[src/rtl/rf_arb_pkg.sv]
// -----------------------------------------------------------------------------
// rf_arb_pkg
// Shared constants and request type for the register-file write arbiter.
//   REG_IDX_W   : register index width
//   DATA_W      : register-file write data width
//   NUM_REGS    : number of architectural registers
//   rf_wr_req_t : one write request (destination, data, half-load flag)
// -----------------------------------------------------------------------------
package rf_arb_pkg;

   localparam int REG_IDX_W = 4;
   localparam int DATA_W    = 16;
   localparam int NUM_REGS  = 16;

   typedef struct packed {
      logic [3:0]  dst;
      logic [15:0] data;
      logic        half;
   } rf_wr_req_t;

endpackage

[src/rtl/rf_arb_scoreboard.sv]
// -----------------------------------------------------------------------------
// rf_arb_scoreboard
// Pending-load scoreboard. Decode reserves a destination when it issues a load.
// The load-return transfer clears it again.
// Ports:
//   clk, rst   : clock and synchronous active-high reset
//   rsv_valid  : reserve request from decode
//   rsv_reg    : register being reserved (R0 ignored)
//   clr_valid  : load-return transfer this cycle
//   clr_reg    : destination of the load-return transfer (R0 ignored)
//   pending    : bit i set while a load write to Ri is outstanding
//   rsv_err    : 1-cycle pulse, reservation of a register that stays pending
// -----------------------------------------------------------------------------
module rf_arb_scoreboard
   import rf_arb_pkg::*;
#(
   parameter int NUM_REGS = 16
) (
   input  logic                clk,
   input  logic                rst,
   input  logic                rsv_valid,
   input  logic [3:0]          rsv_reg,
   input  logic                clr_valid,
   input  logic [3:0]          clr_reg,
   output logic [NUM_REGS-1:0] pending,
   output logic                rsv_err
);

   logic [NUM_REGS-1:0] pending_r;
   logic [NUM_REGS-1:0] pending_nxt_s;
   logic                rsv_s;
   logic                clr_s;
   logic                rsv_err_s;
   logic                rsv_err_r;

   // Next scoreboard value: the clear is applied first so a same-cycle set wins.
   always_comb begin
      rsv_s         = rsv_valid && (rsv_reg != 4'd0);
      clr_s         = clr_valid && (clr_reg != 4'd0);
      pending_nxt_s = pending_r;
      if (clr_s) begin
         pending_nxt_s[clr_reg] = 1'b0;
      end else begin
         pending_nxt_s = pending_r;
      end
      if (rsv_s) begin
         pending_nxt_s[rsv_reg] = 1'b1;
      end else begin
         pending_nxt_s = pending_nxt_s;
      end
   end

   // A double reservation is an error only if the bit is not being retired now.
   always_comb begin
      rsv_err_s = 1'b0;
      if (rsv_s && pending_r[rsv_reg] && !(clr_s && (clr_reg == rsv_reg))) begin
         rsv_err_s = 1'b1;
      end else begin
         rsv_err_s = 1'b0;
      end
   end

   // Scoreboard and error-pulse registers.
   always_ff @(posedge clk) begin
      if (rst) begin
         pending_r <= '0;
         rsv_err_r <= 1'b0;
      end else begin
         pending_r <= pending_nxt_s;
         rsv_err_r <= rsv_err_s;
      end
   end

   assign pending = pending_r;
   assign rsv_err = rsv_err_r;

endmodule

[src/rtl/regfile_write_arbiter.sv]
// -----------------------------------------------------------------------------
// regfile_write_arbiter
// Shares the register file's single write port between pipeline writeback (wb)
// and the late load-return path (ld). The write port is driven from registers.
// The block also keeps the pending-load scoreboard used by decode to stall.
// Configuration macro RF_ARB_STARVE_GUARD_EN:
//   defined   : ld refused MAX_WAIT times in a row wins the next contention
//   undefined : strict priority, wb always beats ld
// Ports:
//   clk, rst                          : clock, synchronous active-high reset
//   wb_valid/ready/reg/data/half      : writeback requester
//   ld_valid/ready/reg/data/half      : load-return requester
//   rsv_valid, rsv_reg                : decode reservation of a load destination
//   pending, rsv_err                  : scoreboard and double-reservation pulse
//   rf_write, rf_dst, rf_data, rf_half: registered register-file write port
// -----------------------------------------------------------------------------
module regfile_write_arbiter
   import rf_arb_pkg::*;
#(
   parameter int NUM_REGS = 16,
   parameter int DATA_W   = 16,
   parameter int MAX_WAIT = 4
) (
   input  logic                clk,
   input  logic                rst,
   input  logic                wb_valid,
   output logic                wb_ready,
   input  logic [3:0]          wb_reg,
   input  logic [DATA_W-1:0]   wb_data,
   input  logic                wb_half,
   input  logic                ld_valid,
   output logic                ld_ready,
   input  logic [3:0]          ld_reg,
   input  logic [DATA_W-1:0]   ld_data,
   input  logic                ld_half,
   input  logic                rsv_valid,
   input  logic [3:0]          rsv_reg,
   output logic [NUM_REGS-1:0] pending,
   output logic                rsv_err,
   output logic                rf_write,
   output logic [3:0]          rf_dst,
   output logic [DATA_W-1:0]   rf_data,
   output logic                rf_half
);

   logic       ld_force_s;
   logic       xfer_s;
   rf_wr_req_t sel_req_s;
   rf_wr_req_t rf_req_r;
   logic       rf_write_r;

`ifdef RF_ARB_STARVE_GUARD_EN
   logic [3:0] wait_cnt_r;

   // ld has been refused long enough to take the port on the next contention.
   always_comb begin
      ld_force_s = (wait_cnt_r == 4'(MAX_WAIT));
   end

   // Count consecutive refusals of a waiting ld; saturate at MAX_WAIT.
   always_ff @(posedge clk) begin
      if (rst) begin
         wait_cnt_r <= 4'd0;
      end else if (ld_valid && !ld_ready) begin
         if (wait_cnt_r != 4'(MAX_WAIT)) begin
            wait_cnt_r <= wait_cnt_r + 4'd1;
         end else begin
            wait_cnt_r <= wait_cnt_r;
         end
      end else begin
         wait_cnt_r <= 4'd0;
      end
   end
`else
   // Without the aging counter ld never overrides wb.
   always_comb begin
      ld_force_s = 1'b0;
   end
`endif

   // Grant logic: one grant per cycle, nothing granted while in reset.
   always_comb begin
      wb_ready = 1'b0;
      ld_ready = 1'b0;
      if (rst) begin
         wb_ready = 1'b0;
         ld_ready = 1'b0;
      end else if (wb_valid && ld_valid) begin
         wb_ready = !ld_force_s;
         ld_ready = ld_force_s;
      end else begin
         wb_ready = wb_valid;
         ld_ready = ld_valid;
      end
   end

   // Select the granted request for the write-port register.
   always_comb begin
      sel_req_s = '0;
      xfer_s    = 1'b0;
      if (wb_ready) begin
         sel_req_s.dst  = wb_reg;
         sel_req_s.data = wb_data;
         sel_req_s.half = wb_half;
         xfer_s         = 1'b1;
      end else if (ld_ready) begin
         sel_req_s.dst  = ld_reg;
         sel_req_s.data = ld_data;
         sel_req_s.half = ld_half;
         xfer_s         = 1'b1;
      end else begin
         sel_req_s = '0;
         xfer_s    = 1'b0;
      end
   end

   // Write-port register; writes to R0 complete the handshake but never reach the file.
   always_ff @(posedge clk) begin
      if (rst) begin
         rf_write_r <= 1'b0;
         rf_req_r   <= '0;
      end else if (xfer_s && (sel_req_s.dst != 4'd0)) begin
         rf_write_r <= 1'b1;
         rf_req_r   <= sel_req_s;
      end else begin
         rf_write_r <= 1'b0;
         rf_req_r   <= rf_req_r;
      end
   end

   assign rf_write = rf_write_r;
   assign rf_dst   = rf_req_r.dst;
   assign rf_data  = rf_req_r.data;
   assign rf_half  = rf_req_r.half;

   rf_arb_scoreboard #(
      .NUM_REGS (NUM_REGS)
   ) u_scoreboard (
      .clk       (clk),
      .rst       (rst),
      .rsv_valid (rsv_valid),
      .rsv_reg   (rsv_reg),
      .clr_valid (ld_ready),
      .clr_reg   (ld_reg),
      .pending   (pending),
      .rsv_err   (rsv_err)
   );

endmodule
[config.mk]
export PLATFORM = sky130hd
export DESIGN_NAME = regfile_write_arbiter
export DESIGN_NICKNAME = d
export VERILOG_FILES = /design/src/rtl/rf_arb_pkg.sv /design/src/rtl/rf_arb_scoreboard.sv /design/src/rtl/regfile_write_arbiter.sv
export SDC_FILE = /design/constraint.sdc
export NUM_CORES = 1
export LEC_CHECK = 0
export ABC_AREA = 1
export CORE_ASPECT_RATIO = 0.8
export CORE_MARGIN = 8
export CORE_UTILIZATION = 44
export CTS_CLUSTER_SIZE = 8
export DETAILED_ROUTE_END_ITERATION = 8
export GPL_ROUTABILITY_DRIVEN = 0
export PLACE_DENSITY = 0.82
export SYNTH_ARGS = -nofsm -noshare
export SYNTH_HDL_FRONTEND = slang
export SYNTH_HIERARCHICAL = 1
export SYNTH_SLANG_ARGS = --single-unit
[constraint.sdc]
create_clock -name clk -period 1.7 [get_ports clk]
set_input_delay 0.255 -clock clk [delete_from_list [all_inputs] [get_ports clk]]
set_output_delay 0.255 -clock clk [all_outputs]
set_load 0.02 [all_outputs]
==> summary.md <==
| Metric | Value |
|---|---|
| I/O Pins | 92 |
| Comb pwr share | 32.0% |
| Synth cell count leaders | nand2_1, dfxtp_1, a21oi_1 |
| Sw power | 0.0007258 W |
| Max incr delay on CP | 0.45 ns |
| Non-filler cells, final | 537 |
| Avg Inst Size Synth | 6.293 um2 |
| Sequential area share after synthesis | 33.71% |
| Core Region | 5036 um2 |
| Post-DP HPWL | 5708 um |
| First-pass DRT Iterations | 5 |
| FFs w/ async S/R, synth | 0% |
| Worst R2R Path Depth | 8 |
| Synth Register Bits | 39 |
| Bufs and invs on worst path | 3 |
| Synthesized instance count | 368 |
| Slew HR | 77.12% |
| Most used routing layer | met2 |
| Most numerous cell in the Yosys netlist | nand2_1 |
| CTS tree | done |
| Critical Path RT | 1.44 ns |
| Post-CTS Setup Bufs | 0 |
| Synth Cell Area | 2316 um2 |
| M2 GR Usage | 31.24% |
| RSZ-0062 raised after global routing | no |
| Min Tclk post-route | 1.574 ns |
| CP arrival | 1.32 ns |
| Post-synth EDFFs | 0 |
| Post-synthesis cell type count | 30 |
| Area delta synth->final | 50.89% |
| Setup slack, reg-to-reg | 0.76 ns |
| Crit path max fanout | 3 |
| GRT Util Overall | 18.16% |
| Worst-path clk slew | 0.07 ns |
| Post-CTS Hold Buffers | 0 |
| Slowest-stage cell, CP | clkdlybuf4s50_1 |
| Critical R2R Capture | u_scoreboard/rsv_err$_SDFF_PP0_ |
| Total negative setup slack | 0 ns |
| Fin nets | 525 |
| Synth top area share | 33.71% |
| Cell family with most CP delay | buffers and inverters |
| Initial antenna violation count | 0 |
| WL final | 7375 um |
| FILL cells | 429 |
| Via count | 2700 |
| Internal | 0.001627 W |
| Average routed wire per standard cell | 13.73 um |
| Leak Pwr | 1.567 nW |
| Endpoints failing setup | 0 |
| Final period util | 92.59% |
| Maxcap violations | 0 |
| Status | complete, no violations |
| Critical path endpoint category | output port |
| GR Layer Usage met3 | 5.254% |
| Root buffer cell | clkbuf_8 |
| WS Path Type | in2out |
| Final Max Slew Viols | 0 |
| Crit path launch | wb_valid |
| IO Port Bufs | 91 |
| Slew at the pin closest to its max-slew limit | 0.3419 ns |
| CP startpoint kind | input pin |
| Crit path to | wb_ready |
| Top post-synthesis cells by area | dfxtp_1, nand2_1, a21oi_1 |
| Hold Fails Final Rpt | 0 |
| Clk buf depth | 2 |
| Ys Warns | 6 |
| Largest net degree at the start of global routing | 40 |
| CTS Buf Count | 5 |
| Reg2reg start | u_scoreboard/pending[6]$_SDFF_PP0_ |
| CTS sink count | 39 |
| Row cnt | 23 |
| Largest area contributor in the netlist | dfxtp_1 |
| Stages on worst setup path | 4 |
| Vias per cell | 5.028 |
| Switching portion of total power | 30.85% |
| DIE WIDTH | 97.12 um |
| Layout cells sized above 1 | 10.95% |
| Drt drc | 0 |
| H-tree Lvls | 2 |
| Vias in the first global route | 2518 |
| ANT cells | 0 |
| Cell Chain, Critical Path | clkdlybuf4s50_1 -> inv_1 -> nor2_2 -> dlygate4sd2_1 |
| Peak VDD IR | 0.4584 mV |
| Die Area | 7856 um2 |
| Drt first-iter violations | 159 |
| Global routing usage on met1 | 21.48% |
| Worst Hold Class | in2reg |
| FMAX | 0.6353 GHz |
| Placed cell count | 529 |
| Clk pwr share | 25.3% |
| PD cells | 673.2 nW/um2 |
| Top_reg_cell synth | dfxtp_1 |
| Clock skew | 0.002306 ns |
| First-pass GRT wire length | 12010 um |
| Syn Nets | 419 |
| Flop pwr share | 42.8% |
| Grt ovf | 0 |
| Clock Latency Late Sink | 0.28 ns |
| Die span in y | 80.89 um |
| Starting Density | 45.99% |
| Final ANT Viol Nets | 0 |
[cell families after synthesis]
kind of cell | share of synthesized area (%)
compound gates | 11.51
buf+inv | 11.94
flops | 33.71
xor+xnor | 1.513
simple gates | 41.33
[worst min path at each step]
stage	to	cells after the start	start	slack (ns)
after floorplan	rf_dst[0]$_SDFFE_PP0P_	1	rst	0.32
after global placement	u_scoreboard/pending[0]$_SDFF_PP0_	2	u_scoreboard/pending[0]$_SDFF_PP0_	0.43
after detailed placement	u_scoreboard/pending[0]$_SDFF_PP0_	2	u_scoreboard/pending[0]$_SDFF_PP0_	0.43
after CTS	u_scoreboard/pending[0]$_SDFF_PP0_	2	u_scoreboard/pending[0]$_SDFF_PP0_	0.44
after global routing	rf_dst[3]$_SDFFE_PP0P_	2	rst	0.29
final	rf_dst[3]$_SDFFE_PP0P_	2	rst	0.28
[final cells by class]
| cell class | instances | area [um2] | area share (%) |
|---|---|---|---|
| Multi-Input combinational cell | 274 | 1259 | 36.02 |
| Timing Repair Buffer | 116 | 1149 | 32.87 |
| Sequential cell | 39 | 780.7 | 22.34 |
| Inverter | 38 | 147.6 | 4.225 |
| Tap cell | 62 | 77.57 | 2.220 |
| Clock buffer | 7 | 76.32 | 2.184 |
| Clock inverter | 1 | 5.005 | 0.1432 |
[power groups by stage]
stage	combinational (W)	sequential, W	clock [W]
after detailed placement	0.000751	0.00103	0
after global placement	0.000738	0.00103	0
after CTS	0.000753	0.00101	0.000612
after floorplan	0.000318	0.00110	0
final	0.000752	0.00101	0.000594
after global routing	0.000817	0.00102	0.000662
[registers in the layout, summed over array words and instances (netlist names)]
register and cells:
rf_dst 4, u_scoreboard/rsv_err 1, rf_data 16, rf_half 1
u_scoreboard/pending 16, rf_write 1
[what timing repair did]
item / in CTS / in global routing
cloned: 0 / 0
gates resized for setup: 2 / 1
pin swaps: 0 / 0
hold endpoints to repair: 0 / 0
setup endpoints to repair: 2 / 6
[layer usage]
metal / routed length, um / up-vias
li1: - / 1361
met1: 3036 / 1224
met2: 3646 / 102
met3: 551 / 13
met4: 140 / 0
met5: 0 / -
[through the flow]
| stage | hold slack (ns) | util (%) | area [um2] | setup slack [ns] | power, W |
|---|---|---|---|---|---|
| CTS | 0.4402 | 69.34 | 3492 | 0.01898 | 0.002372 |
| finish | 0.2822 | 69.39 | 3495 | 0.1259 | 0.002353 |
| floorplan | 0.3241 | - | 2316 | 0.2676 | 0.001416 |
| detailed placement | 0.4294 | 67.78 | 3413 | -0.2200 | 0.001777 |
| global placement | 0.4301 | 67.78 | 3413 | -0.1648 | 0.001764 |
| global route | 0.2862 | 69.39 | 3495 | 0.001811 | 0.002495 |
[placed cells by master (no fill, tap or decap), drive strengths merged]
master,n
nand3,28
clkdlybuf4s50,88
o21ai,11
nor2,35
a21oi,37
clkbuf,7
dfxtp,39
dlygate4sd2,2
nand2,149
xor2,4
nand3b,1
buf,25
nor3,3
o31ai,2
a211oi,1
dlymetal6s2s,1
nand4,3
clkinv,2
inv,37
(Power assumes the default switching activity.)
